--- config.mk ---
export PLATFORM = sky130hd
export DESIGN_NAME = rc5_encrypt_core_flat
export DESIGN_NICKNAME = d
export VERILOG_FILES = /design/src/rtl/rc5_pkg.sv /design/src/rtl/rc5_encrypt_core_if.sv /design/src/rtl/rc5_half_round.sv /design/src/rtl/rc5_encrypt_core.sv /design/src/flat_wrapper.sv
export SDC_FILE = /design/constraint.sdc
export NUM_CORES = 1
export LEC_CHECK = 0
export CAP_MARGIN = 20
export CORE_AREA = 2 2 144 146
export DETAILED_ROUTE_END_ITERATION = 10
export DIE_AREA = 0 0 146 148
export DONT_BUFFER_PORTS = 1
export PLACE_DENSITY_LB_ADDON = 0.1
export SLEW_MARGIN = 5
export SYNTH_ARGS = -nofsm -noshare
export SYNTH_HDL_FRONTEND = slang
export SYNTH_SLANG_ARGS = --single-unit
export TNS_END_PERCENT = 1
--- constraint.sdc ---
create_clock -name clk -period 10.7 [get_ports clk]
set_input_delay 1.605 -clock clk [delete_from_list [all_inputs] [get_ports clk]]
set_output_delay 1.605 -clock clk [all_outputs]
set_load 0.03 [all_outputs]
--- src/rtl/rc5_pkg.sv ---
// rc5_pkg: definitions shared by the RC5 key expander and the encrypt core.
//   W, R          default word width and round count
//   T, W_BITS,    derived table size, rotate-amount width and S address
//   T_LENGTH      width for the default configuration
//   rc5State_t    IDLE / RUN / DONE control states
//   rotl          left rotate of a W-bit word
package rc5_pkg;

  localparam int unsigned W        = 32;
  localparam int unsigned R        = 12;
  localparam int unsigned T        = 2 * (R + 1);
  localparam int unsigned W_BITS   = $clog2(W);
  localparam int unsigned T_LENGTH = $clog2(T);

  typedef enum logic [1:0] {
    IDLE,
    RUN,
    DONE
  } rc5State_t;

  // Concatenate the word with itself and shift: the top half is the rotation,
  // and an amount of 0 returns the word unchanged.
  function automatic logic [W-1:0] rotl(input logic [W-1:0] value,
                                        input logic [W_BITS-1:0] amount);
    logic [2*W-1:0] doubled;
    doubled = {value, value} << amount;
    return doubled[2*W-1:W];
  endfunction

endpackage

--- src/rtl/rc5_encrypt_core_if.sv ---
// rc5_encrypt_core_if: host-side request/result bundle of the RC5 encrypt core.
//   iStart, iPlainA, iPlainB      request and plaintext (host -> core)
//   oReady, oBusy, oDone          status (core -> host)
//   oCipherA, oCipherB            ciphertext (core -> host)
// master: host side, slave: core side.
interface rc5_encrypt_core_if #(
  parameter int unsigned W = rc5_pkg::W
);

  logic         iStart;
  logic [W-1:0] iPlainA;
  logic [W-1:0] iPlainB;
  logic         oReady;
  logic         oBusy;
  logic [W-1:0] oCipherA;
  logic [W-1:0] oCipherB;
  logic         oDone;

  modport master (
    output iStart, iPlainA, iPlainB,
    input  oReady, oBusy, oCipherA, oCipherB, oDone
  );

  modport slave (
    input  iStart, iPlainA, iPlainB,
    output oReady, oBusy, oCipherA, oCipherB, oDone
  );

endinterface

--- src/rtl/rc5_half_round.sv ---
// rc5_half_round: one RC5 half-round, purely combinational.
//   bypass  1: result = x + s (pre-whitening steps k=0/1)
//           0: result = rotl(x ^ y, y[W_BITS-1:0]) + s
//   x, y    word being updated, and the other word
//   s       S table entry for this step
//   result  new value for x
module rc5_half_round #(
  parameter  int unsigned W      = rc5_pkg::W,
  localparam int unsigned W_BITS = $clog2(W)
) (
  input  logic         bypass,
  input  logic [W-1:0] x,
  input  logic [W-1:0] y,
  input  logic [W-1:0] s,
  output logic [W-1:0] result
);

  logic [W-1:0]   mixed;
  logic [2*W-1:0] doubled;
  logic [W-1:0]   rotated;

  always_comb begin
    mixed   = x ^ y;
    doubled = {mixed, mixed} << y[W_BITS-1:0];
    rotated = doubled[2*W-1:W];
    result  = (bypass ? x : rotated) + s;
  end

endmodule

--- src/rtl/rc5_encrypt_core.sv ---
// rc5_encrypt_core: encrypts one 2W-bit block (A,B) over R rounds using the
// expanded S table, reading one S word per cycle.
//   clk, rst      clock; synchronous active-high reset
//   iKeyReady     S table valid (level); falling during a run aborts it
//   oS_address    S memory read address (k while running, else 0)
//   iS_sub_i      S memory read data, valid in the same cycle as oS_address
//   host          request/plaintext in, ready/busy/done/ciphertext out
// Timing: start accepted at the end of cycle 0, T run cycles, oDone in cycle T+1.
module rc5_encrypt_core #(
  parameter  int unsigned W        = rc5_pkg::W,
  parameter  int unsigned R        = rc5_pkg::R,
  localparam int unsigned T        = 2 * (R + 1),
  localparam int unsigned T_LENGTH = $clog2(T)
) (
  input  logic                clk,
  input  logic                rst,
  input  logic                iKeyReady,
  output logic [T_LENGTH-1:0] oS_address,
  input  logic [W-1:0]        iS_sub_i,
  rc5_encrypt_core_if.slave   host
);

  import rc5_pkg::*;

  rc5State_t           state;
  rc5State_t           stateNext;
  logic [W-1:0]        regA;
  logic [W-1:0]        regB;
  logic [T_LENGTH-1:0] k;
  logic [W-1:0]        cipherA;
  logic [W-1:0]        cipherB;

  logic                kOdd;
  logic                lastK;
  logic                bypass;
  logic [W-1:0]        halfX;
  logic [W-1:0]        halfY;
  logic [W-1:0]        halfOut;
  logic                ready;
  logic                busy;
  logic                done;
  logic                accept;

  // Odd steps update B from the already-updated A; even steps update A from B.
  assign kOdd   = k[0];
  assign lastK  = (k == T_LENGTH'(T - 1));
  assign bypass = (k[T_LENGTH-1:1] == '0);
  assign halfX  = kOdd ? regB : regA;
  assign halfY  = kOdd ? regA : regB;
  assign accept = host.iStart && iKeyReady;

  rc5_half_round #(.W(W)) halfRound (
    .bypass (bypass),
    .x      (halfX),
    .y      (halfY),
    .s      (iS_sub_i),
    .result (halfOut)
  );

  always_comb begin
    stateNext  = state;
    oS_address = '0;
    ready      = 1'b0;
    busy       = 1'b0;
    done       = 1'b0;
    case (state)
      IDLE: begin
        ready = iKeyReady;
        if (accept) stateNext = RUN;
      end
      RUN: begin
        busy       = 1'b1;
        oS_address = k;
        if (!iKeyReady)  stateNext = IDLE;
        else if (lastK)  stateNext = DONE;
      end
      DONE: begin
        done      = 1'b1;
        stateNext = IDLE;
      end
      default: stateNext = IDLE;
    endcase
  end

  always_ff @(posedge clk) begin
    if (rst) begin
      state   <= IDLE;
      regA    <= '0;
      regB    <= '0;
      k       <= '0;
      cipherA <= '0;
      cipherB <= '0;
    end else begin
      state <= stateNext;
      case (state)
        IDLE: begin
          if (accept) begin
            regA <= host.iPlainA;
            regB <= host.iPlainB;
            k    <= '0;
          end
        end
        RUN: begin
          if (!iKeyReady) begin
            k <= '0;
          end else begin
            if (kOdd) regB <= halfOut;
            else      regA <= halfOut;
            // The last step is always a B update, so the ciphertext is the
            // current A with the fresh B; loading it here makes it valid
            // exactly while oDone is high.
            if (lastK) begin
              k       <= '0;
              cipherA <= regA;
              cipherB <= halfOut;
            end else begin
              k <= k + 1'b1;
            end
          end
        end
        default: ;
      endcase
    end
  end

  assign host.oReady   = ready;
  assign host.oBusy    = busy;
  assign host.oDone    = done;
  assign host.oCipherA = cipherA;
  assign host.oCipherB = cipherB;

endmodule

--- src/flat_wrapper.sv ---
// flat-port wrapper written by rule: the top's interface ports become plain ports
module rc5_encrypt_core_flat import rc5_pkg::*;
#(
  parameter  int unsigned W        = rc5_pkg::W,
  parameter  int unsigned R        = rc5_pkg::R,
  localparam int unsigned T        = 2 * (R + 1),
  localparam int unsigned T_LENGTH = $clog2(T)
)
  (clk, rst, iKeyReady, oS_address, iS_sub_i, host_iStart, host_iPlainA, host_iPlainB, host_oReady, host_oBusy, host_oCipherA, host_oCipherB, host_oDone);
  rc5_encrypt_core_if #(.W(W)) host_i ();
  input  logic clk;
  input  logic rst;
  input  logic iKeyReady;
  output logic [T_LENGTH-1:0] oS_address;
  input  logic [W-1:0] iS_sub_i;
  input wire logic [$bits(host_i.iStart)-1:0] host_iStart;
  input wire logic [$bits(host_i.iPlainA)-1:0] host_iPlainA;
  input wire logic [$bits(host_i.iPlainB)-1:0] host_iPlainB;
  output wire logic [$bits(host_i.oReady)-1:0] host_oReady;
  output wire logic [$bits(host_i.oBusy)-1:0] host_oBusy;
  output wire logic [$bits(host_i.oCipherA)-1:0] host_oCipherA;
  output wire logic [$bits(host_i.oCipherB)-1:0] host_oCipherB;
  output wire logic [$bits(host_i.oDone)-1:0] host_oDone;
  assign host_i.iStart = host_iStart;
  assign host_i.iPlainA = host_iPlainA;
  assign host_i.iPlainB = host_iPlainB;
  assign host_oReady = host_i.oReady;
  assign host_oBusy = host_i.oBusy;
  assign host_oCipherA = host_i.oCipherA;
  assign host_oCipherB = host_i.oCipherB;
  assign host_oDone = host_i.oDone;
  rc5_encrypt_core #(.W(W), .R(R)) u_core (.clk(clk), .rst(rst), .iKeyReady(iKeyReady), .oS_address(oS_address), .iS_sub_i(iS_sub_i), .host(host_i));
endmodule
==> metrics.md <==
| Metric | Value |
|---|---|
| Global-route wire length before repair | `56400 um` |
| Final standard cell area without fillers | `10600 um2` |
| Number of synthesized flops with an enable pin | `0` |
| Clock Latency Late Sink | `0.43 ns` |
| Pin count of the biggest net entering global routing | `80` |
| Worst-path fanout max | `41` |
| #FFs+latches synth | `135` |
| Max-cap violations | `0` |
| Commonest cells after routing, fill and taps aside | `198 x a21oi_1, 197 x nand2_1, 134 x dfxtp_1` |
| DR WL/cell | `24.0 um` |
| Worst ir drop on vdd | `0.112 mV` |
| Via/cell ratio | `6.29` |
| Post-CTS Resized | `0` |
| Final setup vio count | `0` |
| Setup CP Type | `flop to flop` |
| Starting Density | `49.5%` |
| Layout cell share with drive strength beyond 1 | `6.64%` |
| Total number of vias | `9843` |
| Die Height | `148 um` |
| Pre-antenna DRT Iters | `5` |
| Startpoint types | `flop` |
| Sw frac | `40.7%` |
| Worst Setup End Kind | `flop` |
| Status | `finished, final reports clean` |
| Die footprint | `21600 um2` |
| Slew @ Worst Pin | `0.936 ns` |
| ANT nets after route | `0` |
| CP endpoint | `u_core.regB[24]` |
| FP Rows | `52` |
| Port Buffer Count | `0` |
| Power Density | `178 nW/um2` |
| Post-layout nets | `1418` |
| Area post-placement | `10000 um2` |
| Hold_buf cts | `0` |
| Number of remaining DRC errors | `0` |
| Worst-path clk slew | `0.07 ns` |
| Net count after synthesis | `1488` |
| Worst Hold Class | `flop to flop` |
| Leak | `4.16 nW` |
| Root Driver | `clkbuf_16` |
| Worst Path Arrival | `6.75 ns` |
| Yosys cell types | `67` |
| Setup WS pre-CTS | `4.44 ns` |
| Vias in the first global route | `9189` |
| Reg-to-Reg End | `u_core.regB[24]` |
| Clock sink count | `135` |
| Warnings, synthesis | `0` |
| Area delta synth->final | `6.97%` |
| Core footprint | `20000 um2` |
| Routability cong. | `0.988` |
| CP Launch Point | `u_core.k[0]` |
| Internal power | `1.12 mW` |
| Slew margin rel. | `37.6%` |
| Syn avg cell area | `7.34 um2` |
| Final hold vios | `0` |
| Synth Instances | `1353` |
| Initial antenna violation count | `0` |
| ANT cells | `0` |
| Dpl hpwl | `28500 um` |
| Ys flop type | `dfxtp_1` |
| Psw | `0.768 mW` |
| Reg power frac | `29.8%` |
| Worst Setup Slack, final | `4.25 ns` |
| Commonest non-fill, non-tap cell in the layout | `a21oi_1` |
| Wirelength, routed | `37600 um` |
| Num ports | `172` |
| Slew Viols, Final | `0` |
| Mapped Area | `9930 um2` |
| Clk pwr share | `33.6%` |
| Origin of the critical flop-to-flop path | `u_core.k[0]` |
| Fin Setup TNS | `0 ns` |
| Share of the core filled with cells | `53.0%` |
| Hold_sp | `u_core.regA[23]` |
| H-tree Lvls | `4` |
| Final min period | `6.45 ns` |
| Worst reg2reg path depth | `20` |
| CTS Buffer Depth | `2` |
| Worst EP required | `10.99 ns` |
| Reg2Reg Setup Slack | `4.25 ns` |
| Logic gate share of total power | `36.6%` |
| GRT overflow | `0` |
| RSZ-0062 raised after global routing | `no` |
| Skew final | `0.0111 ns` |
| Final period util | `60.3%` |
| Fmax achieved | `155 MHz` |
| Post-synthesis sequential area ratio | `27.2%` |
| TritonCTS Buffers | `17` |
| Starting DRT DRC Count | `942` |
| Postcts setup bufs | `0` |
| CTS tree | `yes` |
| Tot GR Track Use | `34.3%` |
| Post-synthesis async set-or-reset flop share | `0%` |
| Die W | `146 um` |
[stage by stage]
stage	hold slack [ns]	power, mW	instances
after floorplan	0.464	1.04	1353
after global placement	0.488	1.25	1534
after detailed placement	0.496	1.24	1534
after CTS	0.499	1.88	1566
after global routing	0.522	1.97	1566
final	0.500	1.89	1566
[layer usage]
metal | track usage [%] | routed length, um | vias up
met5 | 0 | 0 | -
met4 | 17.0 | 1950 | 0
met3 | 7.62 | 2920 | 88
met2 | 52.5 | 16500 | 418
met1 | 45.8 | 16200 | 4635
li1 | - | - | 4702
[worst max-delay path, cell delays in order, from the launching register on]
cell	delay, ns
dfxtp_2	0.78
buf_4	0.55
mux2i_4	0.31
buf_4	0.49
mux2_2	0.42
a21oi_1	0.18
nand2_1	0.06
o21ai_0	0.14
o21ai_0	0.15
o211ai_1	0.34
o21ai_0	0.21
ha_1	0.38
nor2b_1	0.15
o21ai_1	0.16
a21boi_1	0.13
o2111a_1	0.32
nor2_1	0.39
o21ai_0	0.28
and3_1	0.21
a311oi_1	0.53
o41ai_1	0.13
[cell usage after synthesis (4+ instances only)]
master,number,area (um2)
o21bai_1,6,45.0
o21ai_1,5,25.0
inv_1,11,41.3
nor2_1,113,424
or3_1,6,37.5
mux2i_1,105,1050
a21o_1,17,128
nand4_1,6,37.5
xnor2_1,14,123
nor3b_1,4,30.0
xor2_1,44,385
clkbuf_1,92,345
o31ai_1,4,30.0
nand2_1,197,739
a211oi_1,13,97.6
nor2b_1,4,25.0
dfxtp_1,135,2700
nand2b_1,7,43.8
buf_1,5,18.8
and3_1,12,75.1
ha_1,34,425
buf_2,8,40.0
mux2_2,17,191
o211ai_1,29,218
o41ai_1,4,35.0
a31oi_1,10,62.6
and2_1,9,56.3
o21ai_0,121,606
a21oi_1,199,996
nand3_1,27,135
nor4_1,4,25.0
o21a_1,10,75.1
nor3_1,28,140
[worst min-delay path by stage]
stage,to,slack [ns],cells after the start
after detailed placement,u_core.host.oCipherA[14],0.50,2
after global placement,u_core.host.oCipherA[17],0.49,2
after CTS,u_core.host.oCipherA[7],0.50,2
after floorplan,u_core.host.oCipherA[11],0.46,2
after global routing,u_core.host.oCipherA[8],0.52,2
final,u_core.host.oCipherA[23],0.50,2
[final cells by class]
cell class,instances,area (um2)
Fill cell,2042,9420
Multi-Input combinational cell,1099,6780
Sequential cell,135,2700
Clock buffer,18,439
Tap cell,270,338
Clock inverter,14,183
Timing Repair Buffer,18,135
Inverter,12,45.0
[registers in the layout, indices dropped and copies added (netlist names)]
register / flops
u_core.k: 5
u_core.host.oCipherB: 32
u_core.regB: 32
u_core.regA: 32
u_core.host.oCipherA: 32
u_core.state: 2
[power by group through the flow]
stage               Combinational, mW  Clock, mW  Sequential, mW
finish                          0.692      0.635           0.563
global route                    0.744      0.660           0.566
CTS                             0.675      0.639           0.562
detailed placement              0.670          0           0.573
global placement                0.673          0           0.573
floorplan                       0.489          0           0.555
[cell families after synthesis]
logic type / after synthesis / share of synthesized area [%]
muxes: 127 / 13.4
adders and majority gates: 35 / 4.49
xor gates and xnor gates: 58 / 5.12
buffers and inverters: 119 / 4.75
and+or+nand+nor: 430 / 18.9
AOI/OAI and AO/OA: 449 / 26.2
DFF: 135 / 27.2
Note: power is estimated with default switching activity, not from simulation.
